## src/rtl/cmd_exec_ctrl.sv

```systemverilog
// Command execution controller. It pops one parsed command at a time, runs a
// single register-bus transaction with an ack/timeout handshake, and streams
// the byte-level response into the TX byte FIFO.
module cmd_exec_ctrl #(
    parameter int ADDR_W      = 16,
    parameter int DATA_W      = 32,
    parameter int TIMEOUT_CYC = 255
) (
    input  logic                       clk,
    input  logic                       rst,
    input  logic                       cmd_fifo_empty,
    output logic                       cmd_fifo_rd_en,
    input  logic [8+ADDR_W+DATA_W-1:0] cmd_fifo_rd_data,
    output logic                       reg_req,
    output logic                       reg_we,
    output logic [ADDR_W-1:0]          reg_addr,
    output logic [DATA_W-1:0]          reg_wdata,
    input  logic                       reg_ack,
    input  logic [DATA_W-1:0]          reg_rdata,
    input  logic                       tx_fifo_full,
    output logic                       tx_fifo_wr_en,
    output logic [7:0]                 tx_fifo_wr_data,
    output logic                       busy,
    output logic [7:0]                 err_count
);

    localparam int CMD_W  = 8 + ADDR_W + DATA_W;
    localparam int NBYTES = DATA_W / 8;
    localparam int RESP_N = NBYTES + 1;
    localparam int RESP_W = 8 * RESP_N;
    localparam int IDX_W  = $clog2(RESP_N + 1);
    localparam int TO_W   = $clog2(TIMEOUT_CYC + 1);
    localparam logic [TO_W-1:0] TO_LAST = TO_W'(TIMEOUT_CYC - 1);

    localparam logic [7:0] OP_WRITE = 8'h57;
    localparam logic [7:0] OP_READ  = 8'h52;
    localparam logic [7:0] RSP_OK   = 8'h4B;
    localparam logic [7:0] RSP_DATA = 8'h44;
    localparam logic [7:0] RSP_ERR  = 8'h45;

    typedef enum logic [2:0] {
        ST_IDLE   = 3'd0,
        ST_FETCH  = 3'd1,
        ST_DECODE = 3'd2,
        ST_BUS    = 3'd3,
        ST_RESP   = 3'd4
    } state_t;

    state_t              state_r;
    state_t              state_s;
    logic [7:0]          cmd_op_r;
    logic [ADDR_W-1:0]   cmd_addr_r;
    logic [DATA_W-1:0]   cmd_data_r;
    logic [TO_W-1:0]     to_cnt_r;
    logic [RESP_W-1:0]   resp_buf_r;
    logic [IDX_W-1:0]    resp_idx_r;
    logic [IDX_W-1:0]    resp_last_r;
    logic                op_valid_s;
    logic                timeout_s;
    logic                last_s;

    // Place a one- or two-byte header at the MSB end of the response buffer.
    function automatic logic [RESP_W-1:0] align_hdr(input logic [15:0] hdr);
        logic [RESP_W-1:0] r;
        r = '0;
        r[RESP_W-1 -: 16] = hdr;
        return r;
    endfunction

    // Saturating error counter increment.
    function automatic logic [7:0] sat_inc(input logic [7:0] v);
        return (v == 8'hFF) ? v : v + 8'h01;
    endfunction

    assign op_valid_s = (cmd_op_r == OP_WRITE) || (cmd_op_r == OP_READ);
    assign timeout_s  = (to_cnt_r == TO_LAST);
    assign last_s     = (resp_idx_r == resp_last_r);

    // State register.
    always_ff @(posedge clk or posedge rst) begin
        if (rst) begin
            state_r <= ST_IDLE;
        end else begin
            state_r <= state_s;
        end
    end

    // Next-state logic; ack wins over a simultaneous timeout.
    always_comb begin
        state_s = state_r;
        case (state_r)
            ST_IDLE: begin
                if (!cmd_fifo_empty) state_s = ST_FETCH;
                else                 state_s = ST_IDLE;
            end
            ST_FETCH:  state_s = ST_DECODE;
            ST_DECODE: begin
                if (op_valid_s) state_s = ST_BUS;
                else            state_s = ST_RESP;
            end
            ST_BUS: begin
                if (reg_ack || timeout_s) state_s = ST_RESP;
                else                      state_s = ST_BUS;
            end
            ST_RESP: begin
                if (!tx_fifo_full && last_s) state_s = ST_IDLE;
                else                         state_s = ST_RESP;
            end
            default: state_s = ST_IDLE;
        endcase
    end

    // Output decode: FIFO pop in IDLE, byte push in RESP gated by full.
    always_comb begin
        cmd_fifo_rd_en  = 1'b0;
        tx_fifo_wr_en   = 1'b0;
        tx_fifo_wr_data = 8'h00;
        busy            = 1'b1;
        case (state_r)
            ST_IDLE: begin
                busy = 1'b0;
                if (!cmd_fifo_empty && !rst) cmd_fifo_rd_en = 1'b1;
                else                         cmd_fifo_rd_en = 1'b0;
            end
            ST_RESP: begin
                if (!tx_fifo_full) begin
                    tx_fifo_wr_en   = 1'b1;
                    tx_fifo_wr_data = resp_buf_r[RESP_W-1 -: 8];
                end else begin
                    tx_fifo_wr_en   = 1'b0;
                    tx_fifo_wr_data = 8'h00;
                end
            end
            default: busy = 1'b1;
        endcase
    end

    // Datapath: command latch, bus handshake, response buffer, error count.
    always_ff @(posedge clk or posedge rst) begin
        if (rst) begin
            cmd_op_r    <= 8'h00;
            cmd_addr_r  <= '0;
            cmd_data_r  <= '0;
            to_cnt_r    <= '0;
            resp_buf_r  <= '0;
            resp_idx_r  <= '0;
            resp_last_r <= '0;
            reg_req     <= 1'b0;
            reg_we      <= 1'b0;
            reg_addr    <= '0;
            reg_wdata   <= '0;
            err_count   <= 8'h00;
        end else begin
            case (state_r)
                ST_FETCH: begin
                    cmd_op_r   <= cmd_fifo_rd_data[CMD_W-1 -: 8];
                    cmd_addr_r <= cmd_fifo_rd_data[DATA_W +: ADDR_W];
                    cmd_data_r <= cmd_fifo_rd_data[DATA_W-1:0];
                end
                ST_DECODE: begin
                    if (op_valid_s) begin
                        reg_req   <= 1'b1;
                        reg_we    <= (cmd_op_r == OP_WRITE);
                        reg_addr  <= cmd_addr_r;
                        reg_wdata <= cmd_data_r;
                        to_cnt_r  <= '0;
                    end else begin
                        resp_buf_r  <= align_hdr({RSP_ERR, 8'h01});
                        resp_last_r <= IDX_W'(1);
                        resp_idx_r  <= '0;
                        err_count   <= sat_inc(err_count);
                    end
                end
                ST_BUS: begin
                    if (reg_ack) begin
                        reg_req    <= 1'b0;
                        resp_idx_r <= '0;
                        if (reg_we) begin
                            resp_buf_r  <= align_hdr({RSP_OK, 8'h00});
                            resp_last_r <= '0;
                        end else begin
                            resp_buf_r  <= {RSP_DATA, reg_rdata};
                            resp_last_r <= IDX_W'(NBYTES);
                        end
                    end else if (timeout_s) begin
                        reg_req     <= 1'b0;
                        resp_buf_r  <= align_hdr({RSP_ERR, 8'h02});
                        resp_last_r <= IDX_W'(1);
                        resp_idx_r  <= '0;
                        err_count   <= sat_inc(err_count);
                    end else begin
                        to_cnt_r <= to_cnt_r + TO_W'(1);
                    end
                end
                ST_RESP: begin
                    if (!tx_fifo_full) begin
                        resp_buf_r <= {resp_buf_r[RESP_W-9:0], 8'h00};
                        resp_idx_r <= resp_idx_r + IDX_W'(1);
                    end else begin
                        resp_idx_r <= resp_idx_r;
                    end
                end
                default: cmd_op_r <= cmd_op_r;
            endcase
        end
    end

endmodule

```

## config.mk

```make
export PLATFORM = sky130hd
export DESIGN_NAME = cmd_exec_ctrl
export DESIGN_NICKNAME = d
export VERILOG_FILES = /design/src/rtl/cmd_exec_ctrl.sv
export SDC_FILE = /design/constraint.sdc
export NUM_CORES = 1
export LEC_CHECK = 0
export ABC_AREA = 1
export CORE_ASPECT_RATIO = 0.7
export CORE_MARGIN = 2
export CORE_UTILIZATION = 51
export CTS_CLUSTER_SIZE = 8
export DETAILED_ROUTE_END_ITERATION = 10
export PLACE_DENSITY = 0.8
export SETUP_SLACK_MARGIN = 0.02
export SLEW_MARGIN = 30
export SYNTH_ARGS = -nofsm -noshare
export SYNTH_HDL_FRONTEND = slang
export SYNTH_SLANG_ARGS = --single-unit
```

## constraint.sdc

```tcl
create_clock -name clk -period 8.2 [get_ports clk]
set_clock_uncertainty 0.15 [all_clocks]
set_input_delay 1.64 -clock clk [delete_from_list [all_inputs] [get_ports clk]]
set_output_delay 1.64 -clock clk [all_outputs]
set_load 0.02 [all_outputs]
```

# ---- After elaboration in Yosys (flattened, before gate mapping)
# Cells that the tools add are included.
dict set report word_totals {
  register_bits 171
  input_bits 93
  output_inout_bits 69
  word_cells 89
}
dict set report op_classes {
  n_addsub 3
  eq_ne 16
  mux 41
  reduce_logical 16
}
# cell count
set op_table {}
lappend op_table {{40-bit two-way mux} 4}
lappend op_table {{40-bit case mux with 3 select lines} 1}
lappend op_table {{8-bit two-way mux} 9}
lappend op_table {{36-bit two-way mux} 1}
lappend op_table {{3-bit two-way mux} 11}
lappend op_table {{8-bit case mux with 2 select lines} 2}
lappend op_table {{8-bit by 1-bit adder with 8-bit output (second input constant)} 2}
lappend op_table {{8-bit by 7-bit == test with 1-bit output (second input constant)} 2}
lappend op_table {{8-bit == test (second input constant)} 2}
lappend op_table {{3-bit case mux with 5 select lines} 1}
lappend op_table {{2-bit inequality test (second input constant)} 6}
lappend op_table {{4-bit AND reduction} 3}
lappend op_table {{1-bit two-way mux} 9}
lappend op_table {{3-bit case mux with 3 select lines} 1}
lappend op_table {{3-bit by 2-bit == test with 1-bit output (second input constant)} 2}
lappend op_table {{3-bit case mux with 2 select lines} 1}
lappend op_table {{3-bit AND reduction} 2}
lappend op_table {{3-bit by 1-bit adder with 3-bit output (second input constant)} 1}
lappend op_table {{3-bit by 1-bit == test with 1-bit output (second input constant)} 1}
lappend op_table {{3-bit == test} 1}
lappend op_table {{3-bit == test (second input constant)} 1}
lappend op_table {{1-bit zero test} 3}
lappend op_table {{3-bit zero test} 1}
lappend op_table {{3-bit inequality test (second input constant)} 1}
lappend op_table {{other kinds (6)} 8}

# ---- Longest topological paths before layout
# Gate-level depths: netlist of the first run.
dict set report depth {
  ltp_word 5
  ltp_mapped 12
  mapped_depth_nobuf 11
}

# ---- Least setup slack after synthesis of the first run
# OpenSTA, ideal clock, no wires.
dict set report synth_timing {
  path_kind {input to output}
  from {input port tx_fifo_full}
  to {output port tx_fifo_wr_data[6]}
  arrival_ns 2.139
  required_ns 6.410
  setup_slack_ns 4.271
  stages 3
  path_buffers 0
  path_cell_list {clkinv_1 -> nand2_2 -> nor2_1}
}
dict set report synth_between {
  elab_chain_cells 2
}
# element line
set synth_lines {}
lappend synth_lines {{start, declared} 20} ;# input logic tx_fifo_full,
lappend synth_lines {{8-bit two-way mux} 126} ;# if (!tx_fifo_full) begin
lappend synth_lines {{8-bit two-way mux} 119} ;# case (state_r)
lappend synth_lines {{end, declared} 22} ;# output logic [7:0] tx_fifo_wr_data,
# No other way between the ends.

# ---- Final worst setup path of the first run
dict set report layout_timing {
  from {input port tx_fifo_full}
  to {output port tx_fifo_wr_en}
}
dict set report layout_between {
  elab_chain_cells 2
}
# element line
set layout_lines {}
lappend layout_lines {{1-bit two-way mux} 126}
lappend layout_lines {{1-bit two-way mux} 119}
lappend layout_lines {{end, declared} 21} ;# output logic tx_fifo_wr_en,
# No other way between the ends.

==> results summary, run 1 <==
The startpoint identified for the worst register-to-register timing path is state_r[1]. The half-perimeter wire length of the detailed placement result came out at 11.1 mm. The cell sitting at the root of the clock tree is a clkbuf_16.

By instance count, the cell type seen most on the critical path is clkdlybuf4s50_1. The proportion of layout cells with a drive suffix above 1 came out at 10.3%. The via count is 5941. The via count of the first global-routing pass came to 5984. The average footprint of a synthesized cell came out at 9.00 um^2. For this configuration, the core starts out at a cell density of 52.7%. The slowest stage of the critical path is the clkdlybuf4s50_1 cell. The smallest setup slack after layout is 3210 ps. The end of the worst register-to-register path is resp_buf_r[35]. The total leakage power came out at 4.79 nW. The total count of hold-check failures in the final report is 0. The maximum buffer depth of the clock tree came out at 2. The y dimension of the die came out at 105 um. The tool flagged a number of max-cap violations equal to 0. The worst setup path is launched from an input port. The remaining number of nets flagged by the antenna check after routing is 0. The number of iterations in the first detailed-routing pass is 5. Setup repair after global routing left no endpoint under its margin. The fmax is 201 MHz.

The worst hold path begins at resp_buf_r[16]. The hold slack is 322 ps. The critical path is of the input port to output port type. Synthesis produced 822 cells. The worst setup slack before clock tree synthesis came out at 3210 ps. In this run the core area contains 36 standard-cell rows. The clock reaches the later pin of the worst-skew pair after 430 ps. For the final routed database, the setup TNS stands at 0 ps. Of all nets on the critical path, the largest fanout is 9. The cell area after synthesis is 0.00740 mm^2. After filler insertion, the fill cell instance count of the layout stands at 1129. The worst pin sits at a relative slew slack of 41.1%. The area of the die came out at 0.0155 mm^2. The antenna cell count is 0.

The number of sinks on the clock net is 170. STA classifies the critical path endpoint as an output port. From left edge to right edge, the die measures 148 um. The hold-critical path endpoint is resp_buf_r[16]. Summed over all instances, the cell type with the most area after synthesis is dfrtp_1. After detailed placement, the total cell area comes to 0.00909 mm^2. The number of buffer cells added on primary ports came out at 161.

The count of yosys warnings during synthesis came out at 0. The count of hold-fix buffers inserted at cts is 0. TritonCTS built the clock tree. Sorting the synthesized cells by area gives the leading types as dfrtp_1, nand2_1, mux2_2, nand3_1, inv_1. The slew at the pin with the worst max-slew slack is 881 ps.

In the layout the commonest cells are nand2_1, dfrtp_1, clkdlybuf4s50_1. The post-synthesis register bit count came out at 170. After layout, the worst path uses 60.8% of the clock period. The hold path depth is 2. The number of unique standard cell types used by synthesis came out at 31. The post-cts resize count came out at 0.

The critical path's largest stage delay came out at 560 ps. The cell area after layout is 0.00970 mm^2. The number of design-rule violations left by the first detailed-router iteration is 251.

The area of combinational cells with multiple inputs is 0.00277 mm^2. The routed length per placed instance came out at 14.5 um. The total routing resource utilization after global routing came out at 23.0%. The initial antenna violation count is 0. The H-tree depth reported by CTS came out at 4. The area added between synthesis and finish came out at 31.0%.

For this block, the routed nets add up to 17.0 mm of wire. The clock transition at the registers of the reported paths is 70 ps. The critical path goes through clkdlybuf4s50_1, clkinv_1, nand2_2, inv_1, clkdlybuf4s50_1. TritonCTS created 17 clock buffers. The sequential share of the synthesized area came out at 57.5%.

Entering global routing, the biggest net connects 95 pins. In this run the register-to-register setup slack is 5300 ps. The post-placement cell count is 1141. The final layout contains 1067 nets.

The fraction of synthesized cell area taken by the top area cell type is 57.5%. The total DRC errors in the routed layout is 0. The net count after synthesis is 919.

Data arrives at the worst endpoint at 3200 ps. The area of the placeable core is 0.0141 mm^2. After global routing the overflow that remains totals 0. The power density over cell area came out at 317 mW/mm^2. The library cell used most frequently in the layout, excluding fill and tap cells, is nand2_1. The maximum vdd drop is 0.201 mV. The count of final setup violators came out at 0. The run finished with clean final reports. The final number of max-transition violations came out at 0. The post-CTS setup buffer count is 0. Subtracting the final worst setup slack from the clock period gives 4990 ps. The filler-free cell count of the finished design is 1173. The worst hold-check path type is flop to flop. The endpoint required time on the critical path came out at 6410 ps. Routability-driven placement finished with a final weighted congestion of 0.814. The sequential standard cell area is 0.00425 mm^2. The total I/O pin count came out at 162. The ratio of routed vias to standard cells is 5.06. The first global-routing pass estimated 28.6 mm of wire. The depth of the worst register-to-register path came out at 8.
## where the power goes
part	internal, mW	total (mW)	switching, mW
clock network	0.412	0.792	0.381
logic	0.433	1.01	0.575
registers	1.12	1.27	0.155
total	1.96	3.07	1.11
## cell type report
cell class | count | area share, %
flip-flops and latches | 170 | 43.9
multi-input cells | 567 | 28.5
repair buffers | 165 | 17.0
clock buffers | 17 | 4.39
well taps | 190 | 2.45
inverters | 49 | 1.97
clock inverters | 15 | 1.81
## per-stage QoR
stage	util [%]	power, mW
6_report	69.0	3.07
5_1_grt	69.0	3.27
4_1_cts	69.0	3.09
3_5_place_dp	64.7	2.29
3_3_place_gp	64.7	2.26
2_1_floorplan	-	1.94
## worst max-delay path by stage
stage / from / endpoint / slack, ps / cells past startpoint
floorplan: rst / cmd_addr_r[0] / 1810 / 1
global placement: tx_fifo_full / tx_fifo_wr_en / 3270 / 5
detailed placement: tx_fifo_full / tx_fifo_wr_en / 3210 / 5
CTS: tx_fifo_full / tx_fifo_wr_en / 3210 / 5
global route: tx_fifo_full / tx_fifo_wr_en / 3090 / 5
finish: tx_fifo_full / tx_fifo_wr_en / 3210 / 5
## flip-flops by register name (all words and copies together), names as in the netlist
signal / cells
resp_last_r: 2
reg_we: 1
resp_buf_r: 40
reg_addr: 16
cmd_op_r: 8
err_count: 8
state_r: 3
reg_req: 1
cmd_data_r: 32
cmd_addr_r: 16
to_cnt_r: 8
reg_wdata: 32
resp_idx_r: 3
## metal layers
layer / GRT usage [%] / share of wire [%] / up-vias / routed length [um]
li1: - / - / 2915 / -
met5: 0 / 0 / - / 0
met4: 5.71 / 1.2 / 0 / 200
met1: 30.0 / 43 / 2848 / 7410
met2: 35.7 / 46 / 159 / 7810
met3: 9.83 / 9.5 / 19 / 1630
## cell usage after synthesis
library cell	n
nand2_1	320
dfrtp_1	170
nand3_1	77
inv_1	43
nor2_1	41
mux2_2	40
o21ai_0	25
a21oi_1	20
buf_2	16
clkbuf_1	13
nand2_2	5
buf_6	4
ha_1	4
inv_2	4
nand4_1	4
nor3_1	4
xor2_1	4
buf_4	3
nand3_2	3
nand3b_1	3
o22ai_1	3
or2_2	3
nand2_4	2
nor2_2	2
nor2_4	2
xnor2_1	2
a21oi_2	1
a31oi_1	1
clkinv_1	1
inv_4	1
o31ai_1	1
## cell families (layout without fill, tap and decap cells)
logic type / Yosys count / count (layout) / share of synthesized area, %
AOI/OAI and AO/OA: 51 / 51 / 3.60
xor gates and xnor gates: 6 / 6 / 0.710
adders and majority gates: 4 / 4 / 0.676
buffers and inverters: 85 / 246 / 5.17
DFF: 170 / 170 / 57.5
muxes: 40 / 40 / 6.09
and+or+nand+nor: 466 / 466 / 26.3
## critical path: cells and delay by family
| family | cells | cell delay, ps |
|---|---|---|
| buf+inv | 4 | 1360 |
| simple gates | 1 | 200 |
Power figures use the tool's default switching activity.
==> run 2, diff against run 1 <==
--- a/config.mk
+++ b/config.mk
@@ -8,10 +8,10 @@
 export ABC_AREA = 1
 export CORE_ASPECT_RATIO = 0.7
 export CORE_MARGIN = 2
-export CORE_UTILIZATION = 51
+export CORE_UTILIZATION = 46
 export CTS_CLUSTER_SIZE = 8
 export DETAILED_ROUTE_END_ITERATION = 10
-export PLACE_DENSITY = 0.8
+export PLACE_DENSITY = 0.77
 export SETUP_SLACK_MARGIN = 0.02
 export SLEW_MARGIN = 30
 export SYNTH_ARGS = -nofsm -noshare
==> constraint.sdc (replaced) <==
create_clock -name clk -period 4.45 [get_ports clk]
set_clock_uncertainty 0.15 [all_clocks]
set_input_delay 0.89 -clock clk [delete_from_list [all_inputs] [get_ports clk]]
set_output_delay 0.89 -clock clk [all_outputs]
set_load 0.02 [all_outputs]
==> run 2 against run 1 <==
Critical path depth is 1 higher. Setup slack worse by 2600 ps. Global-route usage is 1.9 points lower. Clock power up 110%. Cell area is 1.4% higher. Critical endpoint unchanged.
==> results summary, run 2 (synthesized netlist as in run 1, its figures left out) <==
Compared with the post-synthesis result, the final layout area differs by 32.8%. The slack of the worst reg-to-reg path came out at 1550 ps (-3750 ps). The endpoint required time on the critical path is 3410 ps (-3000 ps).

The final number of max-transition violations is 0 (unchanged). The area of the die is 0.0171 mm^2 (+11%). The share of the cycle needed by the critical path after routing is 85.6%. The setup total negative slack is 0 ps (unchanged). The initial antenna violation count came out at 0 (unchanged). The clock tree from TritonCTS is built. The antenna cell count is 0 (unchanged).

The area of the placeable core came out at 0.0156 mm^2 (+11%). The maximum buffer depth of the clock tree came out at 2 (unchanged). The power density over cell area is 599 mW/mm^2 (+89%). The data arrival time of the critical path came out at 2770 ps (-430 ps).

The critical path start-end classification is flop to output port. The global-route wire length before repair came out at 28.4 mm (-0.58%). The aggregate routed wire length is 17.0 mm (about the same). The die boundary width is 156 um (+5.1%). The hold-critical path endpoint is resp_buf_r[20]. The insertion delay of the later-clocked pin in the worst-skew pair is 420 ps (about the same). The total design power is 5.89 mW (+92%). The starting utilization of the core area came out at 47.5% (-5.2 points). The worst hold-check path type is flop to flop. The worst setup path is captured at an output port. The half-perimeter wire length of the detailed placement result came out at 11.1 mm (about the same).

The count of final setup violators is 0 (unchanged). The number of buffer cells added on primary ports is 161 (unchanged). The ratio of routed vias to standard cells came out at 4.94 (-2.4%).

In this run the most critical hold path is launched from resp_buf_r[20]. The y dimension of the die came to 110 um (+5.1%). The number of iterations in the first detailed-routing pass came to 5 (unchanged). The placed standard-cell area is 0.00915 mm^2 (+0.65%). The H-tree depth reported by CTS is 4 (unchanged). The depth of the worst register-to-register path is 8 (unchanged). The largest fanout on the critical path is 28 (+19). The post-cts resize count came out at 0 (unchanged). The endpoint identified for the worst register-to-register timing path is resp_buf_r[32]. The largest registers in the layout are resp_buf_r: 40 flops, cmd_data_r: 32 flops, reg_wdata: 32 flops.

The slew at the pin with the worst max-slew slack is 689 ps (-192 ps). The number of violations of the max-capacitance limit is 0 (unchanged). The number of sinks on the clock net came out at 170 (unchanged). The hold path depth was 2 (unchanged). The total leakage power is 4.84 nW (+1.2%). The number of clock buffers inserted by TritonCTS is 17 (unchanged). In the layout the commonest cells are nand2_1, dfrtp_1, clkdlybuf4s50_1. The proportion of layout cells with a drive suffix above 1 is 10.5% (+0.27 points).

The post-placement cell count is 1154 (+1.1%). The kind of start point of the critical path is a flop. The cell area after layout is 0.00983 mm^2 (+1.4%). The total global routing overflow was 0 (unchanged). The total DRC errors in the routed layout is 0 (unchanged).

The run finished with clean final reports. The final weighted congestion of routability-driven global placement is 0.828 (+1.8%). The via count of the first global-routing pass is 5731 (-4.2%). resp_buf_r holds more flip-flops than any other register. The total routing resource utilization after global routing is 21.1% (-1.9 points). The row count is 38 (+5.6%).

The fmax is 262 MHz. The launch point of the worst reg-to-reg path is state_r[1]. The total I/O pin count came out at 162 (unchanged). The count of nets after finishing is 1070 (+0.28%). The remaining number of nets flagged by the antenna check after routing is 0 (unchanged). The clock period minus worst slack came out at 3810 ps.

The fill cell total of the finished layout came out at 1291 (+14%). The post-CTS setup buffer count came out at 0 (unchanged). The clock transition at the registers of the reported paths came out at 70 ps (about the same). The most common cell after layout, fill and taps aside is nand2_1. The filler-free cell count of the finished design is 1186 (+1.1%).

The total count of hold-check failures in the final report is 0 (unchanged). The count of hold-fix buffers inserted at cts came out at 0 (unchanged). The worst-case headroom to the max-slew limit came out at 54.1% (+13 points).

The number of flip-flops in the largest register came out at 40 (unchanged). The largest net degree at the start of global routing came to 92 (-3.2%). Setup repair after global routing left no endpoint under its margin. The maximum vdd drop is 0.377 mV (+87%).

The via count was 5860 (-1.4%). The routed length per placed instance came out at 14.4 um (-1.1%). The root buffer cell is clkbuf_16. The number of design-rule violations left by the first detailed-router iteration came out at 332 (+32%).
## run 2: how the worst max path moves through the flow
stage,startpoint,endpoint,slack [ps],depth (start not counted)
2_1_floorplan,rst,cmd_addr_r[0],1240,1
3_3_place_gp,tx_fifo_full,tx_fifo_wr_en,980,5
3_5_place_dp,tx_fifo_full,tx_fifo_wr_en,940,5
4_1_cts,state_r[1],tx_fifo_wr_en,630,6
5_1_grt,state_r[1],tx_fifo_wr_en,480,6
6_report,state_r[1],tx_fifo_wr_en,640,6
## run 2: per-layer routing
metal / up-vias / track usage [%] / wire (um)
li1: 2917 / - / -
met1: 2783 / 28.4 / 7830
met2: 150 / 33.2 / 7880
met3: 10 / 6.65 / 1210
met4: 0 / 6.23 / 122
met5: - / 0 / 0
## run 2: final cells by class
cell class | instances | area, um^2 | area share (%)
clock inverter | 15 | 255 | 2.60
sequential | 170 | 4250 | 43.3
tap | 200 | 250 | 2.55
multi-input combinational | 567 | 2770 | 28.1
timing repair buffer | 168 | 1690 | 17.2
inverter | 49 | 190 | 1.93
clock buffer | 17 | 425 | 4.33
## run 2: metrics by stage
step | setup slack [ps] | hold slack [ps] | utilization (%)
detailed placement | 936 | 308 | 58.7
finish | 639 | 320 | 63.0
global route | 481 | 337 | 63.0
global placement | 976 | 299 | 58.7
floorplan | 1240 | 284 | -
CTS | 628 | 324 | 63.0
## run 2: worst max-delay path, cell delays in order (launching register included)
cell,delay [ps]
dfrtp_1,420
nor2_1,150
nand2_1,290
inv_2,470
nand2_2,170
inv_1,190
clkdlybuf4s50_1,650
## run 2: power by group
group	internal [mW]	switching, mW	total (mW)
Combinational	0.803	1.04	1.85
Clock	1.02	0.668	1.69
Sequential	2.06	0.292	2.35
Total	3.89	2.00	5.89
